File: src/rtl/key_filter.sv
// key_filter: push-button front end. Two-flop synchroniser, debounce FSM and
// single-cycle event pulses (press, release, long-press, auto-repeat), plus a
// registered count-enable strobe (key_step) for the display pulse counter.
`timescale 1ns/1ps

module key_filter #(
  parameter int unsigned DEBOUNCE_CYCLES = 1_000_000,
  parameter int unsigned LONG_CYCLES     = 100_000_000,
  parameter int unsigned REPEAT_CYCLES   = 20_000_000
) (
  input  logic clk,
  input  logic rst,
  input  logic signal,
  output logic key_level,
  output logic key,
  output logic key_release,
  output logic long_press,
  output logic key_repeat,
  output logic key_step
);

  localparam int DB_W   = $clog2(DEBOUNCE_CYCLES);
  localparam int HOLD_W = $clog2(LONG_CYCLES);
  localparam int RPT_W  = $clog2(REPEAT_CYCLES);

  // Terminal counts: every counter is cleared on entry, so it never passes these.
  localparam logic [DB_W-1:0]   DB_LAST   = DB_W'(DEBOUNCE_CYCLES - 1);
  localparam logic [HOLD_W-1:0] HOLD_LAST = HOLD_W'(LONG_CYCLES - 1);
  localparam logic [RPT_W-1:0]  RPT_LAST  = RPT_W'(REPEAT_CYCLES - 1);

  localparam logic [DB_W-1:0]   DB_ONE    = DB_W'(1);
  localparam logic [HOLD_W-1:0] HOLD_ONE  = HOLD_W'(1);
  localparam logic [RPT_W-1:0]  RPT_ONE   = RPT_W'(1);

  typedef enum logic [2:0] {
    ST_IDLE     = 3'd0,
    ST_PRESS_DB = 3'd1,
    ST_PRESSED  = 3'd2,
    ST_HELD     = 3'd3,
    ST_REL_DB   = 3'd4
  } state_t;

  state_t            state_q;
  logic              sync1_q;
  logic              sync2_q;
  logic              from_held_q;   // REL_DB was entered from HELD (else PRESSED)
  logic [DB_W-1:0]   db_cnt_q;
  logic [HOLD_W-1:0] hold_cnt_q;
  logic [RPT_W-1:0]  rpt_cnt_q;
  logic              key_level_q;
  logic              key_q;
  logic              key_release_q;
  logic              long_press_q;
  logic              key_repeat_q;
  logic              key_step_q;

  logic              s;

  assign s = sync2_q;

  // Synchroniser, debounce/hold FSM, counters and registered event pulses.
  always_ff @(posedge clk) begin
    if (rst) begin
      state_q       <= ST_IDLE;
      sync1_q       <= 1'b0;
      sync2_q       <= 1'b0;
      from_held_q   <= 1'b0;
      db_cnt_q      <= '0;
      hold_cnt_q    <= '0;
      rpt_cnt_q     <= '0;
      key_level_q   <= 1'b0;
      key_q         <= 1'b0;
      key_release_q <= 1'b0;
      long_press_q  <= 1'b0;
      key_repeat_q  <= 1'b0;
      key_step_q    <= 1'b0;
    end else begin
      sync1_q       <= signal;
      sync2_q       <= sync1_q;

      // Pulses default low; each branch raises at most one event.
      key_q         <= 1'b0;
      key_release_q <= 1'b0;
      long_press_q  <= 1'b0;
      key_repeat_q  <= 1'b0;
      key_step_q    <= 1'b0;

      case (state_q)
        ST_IDLE: begin
          if (s) begin
            state_q  <= ST_PRESS_DB;
            db_cnt_q <= '0;
          end
        end

        ST_PRESS_DB: begin
          if (!s) begin
            state_q <= ST_IDLE;   // bounce: no visible change
          end else if (db_cnt_q == DB_LAST) begin
            state_q     <= ST_PRESSED;
            key_q       <= 1'b1;
            key_step_q  <= 1'b1;
            key_level_q <= 1'b1;
            hold_cnt_q  <= '0;
          end else begin
            db_cnt_q <= db_cnt_q + DB_ONE;
          end
        end

        ST_PRESSED: begin
          // Release is checked first so it beats a coincident long terminal count.
          if (!s) begin
            state_q     <= ST_REL_DB;
            db_cnt_q    <= '0;
            from_held_q <= 1'b0;
          end else if (hold_cnt_q == HOLD_LAST) begin
            state_q      <= ST_HELD;
            long_press_q <= 1'b1;
            rpt_cnt_q    <= '0;
          end else begin
            hold_cnt_q <= hold_cnt_q + HOLD_ONE;
          end
        end

        ST_HELD: begin
          // Release is checked first so it beats a coincident repeat terminal count.
          if (!s) begin
            state_q     <= ST_REL_DB;
            db_cnt_q    <= '0;
            from_held_q <= 1'b1;
          end else if (rpt_cnt_q == RPT_LAST) begin
            key_repeat_q <= 1'b1;
            key_step_q   <= 1'b1;
            rpt_cnt_q    <= '0;
          end else begin
            rpt_cnt_q <= rpt_cnt_q + RPT_ONE;
          end
        end

        ST_REL_DB: begin
          if (s) begin
            // Release bounce: resume where we were, hold/repeat counters frozen.
            state_q <= from_held_q ? ST_HELD : ST_PRESSED;
          end else if (db_cnt_q == DB_LAST) begin
            state_q       <= ST_IDLE;
            key_release_q <= 1'b1;
            key_level_q   <= 1'b0;
          end else begin
            db_cnt_q <= db_cnt_q + DB_ONE;
          end
        end

        default: begin
          state_q     <= ST_IDLE;
          key_level_q <= 1'b0;
        end
      endcase
    end
  end

  assign key_level   = key_level_q;
  assign key         = key_q;
  assign key_release = key_release_q;
  assign long_press  = long_press_q;
  assign key_repeat  = key_repeat_q;
  assign key_step    = key_step_q;

endmodule

File: config.mk
export PLATFORM = sky130hd
export DESIGN_NAME = key_filter
export DESIGN_NICKNAME = d
export VERILOG_FILES = /design/src/rtl/key_filter.sv
export SDC_FILE = /design/constraint.sdc
export NUM_CORES = 1
export LEC_CHECK = 0
export ABC_CLOCK_PERIOD_IN_PS = 3500
export CORE_MARGIN = 2
export CORE_UTILIZATION = 60
export CTS_CLUSTER_DIAMETER = 60
export CTS_CLUSTER_SIZE = 8
export DETAILED_ROUTE_END_ITERATION = 10
export GPL_ROUTABILITY_DRIVEN = 0
export HOLD_SLACK_MARGIN = 0.12
export PLACE_DENSITY = 0.8
export RECOVER_POWER = 25
export SETUP_SLACK_MARGIN = 0.2
export SYNTH_ARGS = -nofsm -noshare
export SYNTH_HDL_FRONTEND = slang
export SYNTH_SLANG_ARGS = --single-unit
File: constraint.sdc
create_clock -name clk -period 3.5 [get_ports clk]
set_input_delay 0.525 -clock clk [delete_from_list [all_inputs] [get_ports clk]]
set_output_delay 0.525 -clock clk [all_outputs]
set_load 0.03 [all_outputs]
Word level (Yosys, flattened, before mapping)
Index checks and enable logic that the tools add are counted.

Output and inout port bits: 6. Bits in registers: 84.

Equality and inequality tests: 22. Mux-type cells: 40. Bitwise operators: 6. Reductions and logical operators: 16. Add/sub/neg operators: 3.

Operator list (number): 27-bit two-way mux (4); 20-bit two-way mux (5); 25-bit two-way mux (4); 20-bit one-hot mux with 4 select lines (1); 27-bit one-hot mux with 2 select lines (1); 25-bit one-hot mux with 2 select lines (1); 27-bit by 1-bit adder with 27-bit output, second input constant (1); 27-bit equality test, second input constant (1); 25-bit by 1-bit adder with 25-bit output, second input constant (1); 25-bit equality test, second input constant (1); 3-bit two-way mux (8); 2-bit inequality test, second input constant (12); 20-bit by 1-bit adder with 20-bit output, second input constant (1); 20-bit equality test, second input constant (1); 5-bit AND reduction (4); 3-bit one-hot mux with 5 select lines (1); 1-bit two-way mux (12); 3-bit inequality test, second input constant (3); 3-bit OR reduction (3); 3-bit by 2-bit equality test with 1-bit output, second input constant (2); 1-bit inverter (6); 2-bit OR reduction (3); 1-bit one-hot mux with 2 select lines (2); 4-bit AND reduction (1); 7 further kinds (8).

Logic depth before layout (Yosys ltp)
Gate-level depths: netlist (run 1).

Depth in word-level cells: 4. Gate-level depth with buffers: 9.

Least setup slack after synthesis (run 1)
OpenSTA, ideal clock, no wires.

Path kind: reg-to-reg. From: register rpt_cnt_q[0]. To: register rpt_cnt_q[11]. Buffers on the path: 0. Clock period less this slack: 2305 ps. Setup time: 127 ps. Setup slack: 1195 ps. Arrival: 2178 ps. Data required time: 3373 ps. Stages on the path, launching flop included: 8. Cells stage by stage: dfxtp_1 -> ha_1 -> nand4_1 -> or2_2 -> o31ai_1 -> a21oi_2 -> nor2_2 -> o21bai_1.

Longest elaborated chain between the ends: 4. Elaborated cells between the ends (all ways): 5. Those cells by class: add/sub (1); eq/ne (1); mux (3).

Ends and longest elaborated chain: start, declared (RTL line 49) `logic [RPT_W-1:0] rpt_cnt_q;`; start signal, assigned (RTL line 136) `rpt_cnt_q <= rpt_cnt_q + RPT_ONE;`; 25-bit by 1-bit adder with 25-bit output or 25-bit equality test (tied branches) (RTL line 136, 131); 25-bit two-way mux (*) (RTL line 131) `end else if (rpt_cnt_q == RPT_LAST) begin`; 25-bit two-way mux (*) (RTL line 127) `if (!s) begin`; 25-bit one-hot mux with 2 select lines (*) (RTL line 88) `case (state_q)`.

Every way passes the cells marked *; elsewhere a longest branch is shown, timed or not. The select of a mux whose other input is x is not followed. A chain may end at the register's enable or synchronous reset.

Worst setup path after layout (run 1)
From: register db_cnt_q[0]. To: register db_cnt_q[4].

Longest elaborated chain between the ends: 4. Elaborated cells between the ends (all ways): 6. Those cells by class: add/sub (1); eq/ne (1); mux (4).

Ends and longest elaborated chain: start, declared (RTL line 47) `logic [DB_W-1:0] db_cnt_q;`; start signal, assigned (RTL line 106) `db_cnt_q <= db_cnt_q + DB_ONE;`; start signal, assigned (RTL line 149) `db_cnt_q <= db_cnt_q + DB_ONE;`; 20-bit by 1-bit adder with 20-bit output or 20-bit equality test (tied branches); 20-bit two-way mux (*) (RTL line 99, 144); 20-bit two-way mux (on tied branches) (RTL line 141, 97); 20-bit one-hot mux with 4 select lines (*) (RTL line 88).

Marks and branches as above.

==> impl_metrics.py, run 1 <==
metrics = {
    "placement": {
        "placed_cell_area_um2": 4713,
        "dp_cells": 654,
        "port_buffers": 8,
        "place_hpwl_mm": 7.360,
    },
    "die": {
        "die-height_um": 91.90,
        "ioPinCount": 9,
        "core-area_um2": 7607,
        "die_w_um": 91.90,
        "initial_core_util_pct": 60.94,
        "rows": 32,
        "dieArea_um2": 8446,
    },
    "timing": {
        "final-hold-violation-count": 0,
        "fmax_mhz": 340.6,
        "tightest_slew_ns": 1.537,
        "rsz0062_at_grt": "no",
        "maxSlewHeadroom_pct": -3.326,
        "final-setup-viol-count": 0,
        "final.setup_skew_ns": 0.01005,
        "period_needed_ns": 2.936,
        "timing.setup.tns_ns": 0,
        "slew_viol_final": 19,
        "finalCritPeriodShare_pct": 83.88,
    },
    "yosys": {
        "synth.net_count": 578,
        "syn-cell-area_um2": 4636,
        "syn_avg_cell_area_um2": 8.104,
        "synthCells": 572,
        "yosysSeqAreaShare_pct": 36.28,
        "synth-async-reset-ratio_pct": 0,
        "yosys.area.top_type": "dfxtp_1",
        "synth_edf_count": 0,
        "yosys_register_bits": 84,
        "synth_cell_types": 78,
        "synthFlopType": "dfxtp_1",
        "synthDominantCellAreaShare_pct": 36.28,
        "yosys_warnings": 0,
        "synth_top_cells_by_count": "dfxtp_1, nand2_1, nor2_1, a21oi_1, nand3_1",
        "yosysMostFrequentCell": "dfxtp_1",
        "synth.area.top_cells": "dfxtp_1, a21oi_1, nand2_1",
    },
    "outcome": {
        "violations": "capacitance limit, slew limit",
        "outcome": "finished with violations",
    },
    "clock_network": {
        "htreeDepth": 3,
        "postCtsHoldBufs": 0,
        "cts.clk_slew.worst_paths_ns": 0.08,
        "cts_max_path_buffers": 2,
        "clk_latency_ns": 0.36,
        "cts.root.buffer_cell": "clkbuf_8",
        "cts_tree": "built",
        "cts_resized": 0,
        "post_cts_buffers": 0,
        "cts_buffers": 9,
        "clock_sinks": 84,
    },
    "cells_and_area": {
        "drive_above_1_share_pct": 8.627,
        "nNetsFinal": 569,
        "postLayoutCellArea_um2": 4848,
        "nFillCells": 663,
        "synthToLayoutAreaGrowth_pct": 4.588,
        "layout.cells.non_filler": 670,
        "seqCellArea_um2": 1682,
        "fin_util_pct": 63.73,
        "multi_input_area_um2": 2744,
        "antenna_cells": 0,
    },
    "power_and_ir_drop": {
        "p_sw_share_pct": 25.64,
        "powerDensity_nw_per_um2": 346.5,
        "seqPwrFrac_pct": 58.0,
        "p_sw_uw": 430.7,
        "pwr-share-comb_pct": 5.5,
        "peakVddDrop_v": 0.0002206,
        "clockPowerShare_pct": 36.4,
        "internal_power_mw": 1.249,
        "power.leakage_nw": 1.587,
    },
    "routing": {
        "routedWlPerCell_um": 16.16,
        "drt-total-wl_mm": 10.83,
        "drtIter0Drc": 465,
        "drt_pass1_iterations": 5,
        "drcViolationCount": 0,
        "routed-via-count": 4417,
        "detail-route-antenna-nets": 0,
        "vias_per_cell": 6.593,
    },
    "critical_path": {
        "crit_path_start_kind": "register",
        "cp_max_fo": 18,
        "crit_required_ns": 3.78,
        "cp-end-kind": "register",
        "worst_ep_arrival_time_ns": 3.22,
        "critPathKind": "register to register",
    },
    "global_route": {
        "grt_pass1_wl_mm": 18.42,
        "grt_max_degree": 28,
        "grt_pass1_vias": 4053,
        "grt.overflow.total": 0,
        "antenna_found_initial": 0,
        "grtUsageTotal_pct": 26.31,
    },
    "min_path": {
        "worst_hold_path_type": "register to register",
    },
    "flow_run": {
        "maxCapViolations": 1,
    },
}
-- area by class of cell --
cell class	instances	area share [%]
Timing Repair Buffer	12	2.142
Multi-Input combinational cell	450	56.59
Clock inverter	6	0.8516
Clock buffer	10	2.632
Tap cell	102	2.632
Inverter	6	0.4645
Sequential cell	84	34.68
-- worst paths after layout --
path	from	endpoint	slack [ns]	cells past startpoint
hold reg to reg	sync1_q	s	0.45	1
setup / recovery	db_cnt_q[0]	db_cnt_q[4]	0.56	7
hold / removal	sync1_q	s	0.45	1
setup reg to reg	db_cnt_q[0]	db_cnt_q[4]	0.56	7
-- worst max-delay path, stage by stage (launching register included) --
cell and delay, ns:
dfxtp_1 0.35, ha_1 0.26, nand3_1 0.19, nor2_1 0.12
and2_1 0.28, nor4_2 1.25, a41oi_1 0.21, a31oi_1 0.19
-- layer usage --
metal / global-route usage [%] / share of wire [%] / wire length (um)
met3: 4.930 / 6.4 / 697
met4: 9.080 / 1.1 / 120
met2: 43.81 / 48 / 5247
met1: 34.28 / 44 / 4761
met5: 0 / 0 / 0
-- per-stage QoR --
step           hold slack [ns]  setup WS (ns)  power (mW)
2_1_floorplan           0.4138          1.195       1.065
3_3_place_gp            0.4178         0.8857       1.087
3_5_place_dp            0.4336         0.7740       1.089
4_1_cts                 0.4537         0.7292       1.692
5_1_grt                 0.4593         0.2810       1.735
6_report                0.4496         0.5642       1.680
-- power groups by stage --
stage	Combinational, mW	Clock [mW]	Sequential, mW
2_1_floorplan	0.0753	0	0.989
3_3_place_gp	0.0895	0	0.997
3_5_place_dp	0.0921	0	0.997
4_1_cts	0.0921	0.625	0.975
5_1_grt	0.100	0.658	0.977
6_report	0.0926	0.612	0.975
-- logic make-up (layout without fill, tap and decap cells) --
| kind of cell | count (synthesis) | in the layout | share of synthesized area, % |
|---|---|---|---|
| and+or+nand+nor | 271 | 271 | 32.52 |
| AOI/OAI and AO/OA | 167 | 167 | 24.72 |
| DFF | 84 | 84 | 36.28 |
| buffers and inverters | 38 | 34 | 3.941 |
| xor gates and xnor gates | 8 | 8 | 1.512 |
| adders and majority gates | 3 | 3 | 0.8098 |
| muxes | 1 | 1 | 0.2159 |
-- placed cells by master, fill, tap and decap left out, types with 8 or more instances in the layout --
master	Yosys	layout
a21o_1	10	10
and3_1	11	11
nand3_1	38	38
nand4_1	19	19
or3_1	8	8
dfxtp_1	84	84
nor2_1	56	56
nand2_1	58	58
a31oi_1	15	16
o21ai_0	31	31
nor3_1	15	15
a21oi_1	47	47
clkbuf_8	1	9
-- registers in the layout (all words and copies together) (netlist names) --
register     flops
long_press       1
hold_cnt_q      27
sync1_q          1
from_held_q      1
db_cnt_q        20
key_repeat       1
rpt_cnt_q       25
key_release      1
s                1
key_step         1
key_level        1
state_q          3
key              1
No activity file was read; power rests on OpenSTA's default activity.
==> run 2: changes to the inputs <==
Settings changed: ABC_CLOCK_PERIOD_IN_PS 3500 to 2500, CORE_UTILIZATION 60 to 56, PLACE_DENSITY 0.8 to 0.79.
Clock period 3.5 ns to 2.5 ns, I/O delays scaled along.
==> impl_metrics.py, run 2 (same netlist as run 1, synthesis figures left out) <==
metrics = {
    "cells_and_area": {
        "final_common_cell": "dfxtp_1",
        "antenna_cells": 0,
        "nNetsFinal": 615,
        "largest_reg_flops": 27,
        "layout.cells.non_filler": 719,
        "postLayoutCellArea_um2": 5558,
        "layout_common_cells": "dfxtp_1, nand2_1, nor2_1",
        "largest_register": "hold_cnt_q",
        "synthToLayoutAreaGrowth_pct": 19.89,
        "top_regs": "hold_cnt_q: 27 flops, rpt_cnt_q: 25 flops, db_cnt_q: 20 flops",
        "drive_above_1_share_pct": 21.01,
    },
    "clock_network": {
        "cts_buffers": 9,
        "htreeDepth": 3,
        "cts_max_path_buffers": 2,
        "clock_sinks": 84,
        "postCtsHoldBufs": 0,
        "clk_latency_ns": 0.36,
        "cts_tree": "built",
        "cts.root.buffer_cell": "clkbuf_8",
        "cts.clk_slew.worst_paths_ns": 0.08,
    },
    "die": {
        "ioPinCount": 9,
        "die-height_um": 94.99,
        "initial_core_util_pct": 56.99,
        "dieArea_um2": 9022,
        "die_w_um": 94.99,
        "rows": 33,
        "core-area_um2": 8134,
    },
    "placement": {
        "placed_cell_area_um2": 4925,
        "place_hpwl_mm": 8.081,
        "dp_cells": 684,
        "port_buffers": 8,
    },
    "critical_path": {
        "crit_chain": "or4_4 -> nor4_4 -> buf_4 -> buf_6 -> a21oi_4 -> a31oi_4 -> buf_12 -> a21oi_1 -> a211oi_2",
        "crit_family": "simple AND/OR/NAND/NOR gates",
        "critPathKind": "register to register",
        "crit_required_ns": 2.77,
        "cp-end-kind": "register",
        "worst_ep_arrival_time_ns": 2.60,
        "crit_path_start_kind": "register",
        "path_buf_inv": 3,
        "cpPeakStageDelay_ns": 0.52,
        "cp_max_fo": 7,
        "crit_slowest_cell": "or4_4",
    },
    "timing": {
        "final.setup_skew_ns": 0.007739,
        "timing.setup.tns_ns": 0,
        "tightest_slew_ns": 1.194,
        "maxSlewHeadroom_pct": 20.43,
        "final-setup-viol-count": 0,
        "period_needed_ns": 2.329,
        "final-hold-violation-count": 0,
        "slew_viol_final": 0,
        "finalCritPeriodShare_pct": 93.15,
        "fmax_mhz": 429.4,
        "rsz0062_at_grt": "yes",
    },
    "routing": {
        "drcViolationCount": 0,
        "drt-total-wl_mm": 12.73,
        "detail-route-antenna-nets": 0,
        "routed-via-count": 4723,
        "vias_per_cell": 6.569,
        "routedWlPerCell_um": 17.70,
        "drt_pass1_iterations": 6,
        "drtIter0Drc": 516,
    },
    "global_route": {
        "grtUsageTotal_pct": 26.91,
        "grt_pass1_vias": 4256,
        "grt_pass1_wl_mm": 19.37,
        "grt.overflow.total": 0,
        "grt_max_degree": 22,
        "antenna_found_initial": 0,
    },
    "min_path": {
        "worst_hold_path_type": "register to register",
    },
    "power_and_ir_drop": {
        "powerDensity_nw_per_um2": 488.7,
        "peakVddDrop_v": 0.0003443,
        "power.leakage_nw": 1.960,
        "finalPower_mw": 2.716,
    },
    "flow_run": {
        "maxCapViolations": 0,
    },
    "outcome": {
        "outcome": "finished, final reports clean",
    },
}
## run 2: timing repair
item                                    4_1_cts  5_1_grt
endpoints found under the setup margin       17       66
gates cloned                                  0        3
pin swaps                                     1       35
buffers inserted                              2       14
gates resized for setup                       2       57
## run 2: area by class of cell
| class | instances | area [um^2] |
|---|---|---|
| clock buffers | 12 | 155.1 |
| clock inverters | 4 | 95.09 |
| fillers | 614 | 2576 |
| inverters | 6 | 22.52 |
| multi-input cells | 451 | 2984 |
| flip-flops and latches | 84 | 1692 |
| well taps | 105 | 131.4 |
| repair buffers | 57 | 478.0 |
## run 2: per-layer routing
metal  track usage (%)  wire length, um
met2             47.46             6228
met4             11.11              346
met1             32.68             5299
met5                 0                0
met3             3.911              852
## run 2: power by group
| group | switching [mW] | leakage (nW) | internal, mW | total (mW) |
|---|---|---|---|---|
| registers | 0.00956 | 0.680 | 1.34 | 1.35 |
| clock network | 0.484 | 0.127 | 0.717 | 1.20 |
| logic | 0.110 | 1.15 | 0.0523 | 0.162 |
| total | 0.604 | 1.96 | 2.11 | 2.72 |
## run 2: path summary, 6_finish.rpt
path              slack (ns)  cells after the start           start              to
setup / recovery        0.17                      9  hold_cnt_q[25]  hold_cnt_q[23]
hold / removal          0.44                      1         sync1_q               s
setup reg to reg        0.17                      9  hold_cnt_q[25]  hold_cnt_q[23]
hold reg to reg         0.44                      1         sync1_q               s
## run 2: through the flow
step           setup WS (ns)  util, %  hold slack, ns
2_1_floorplan         0.2826        -          0.4138
3_3_place_gp          0.2236    60.54          0.4264
3_5_place_dp          0.1512    60.54          0.4375
4_1_cts               0.1875    64.01          0.4500
5_1_grt              0.07476    68.33          0.4713
6_report              0.1712    68.33          0.4428
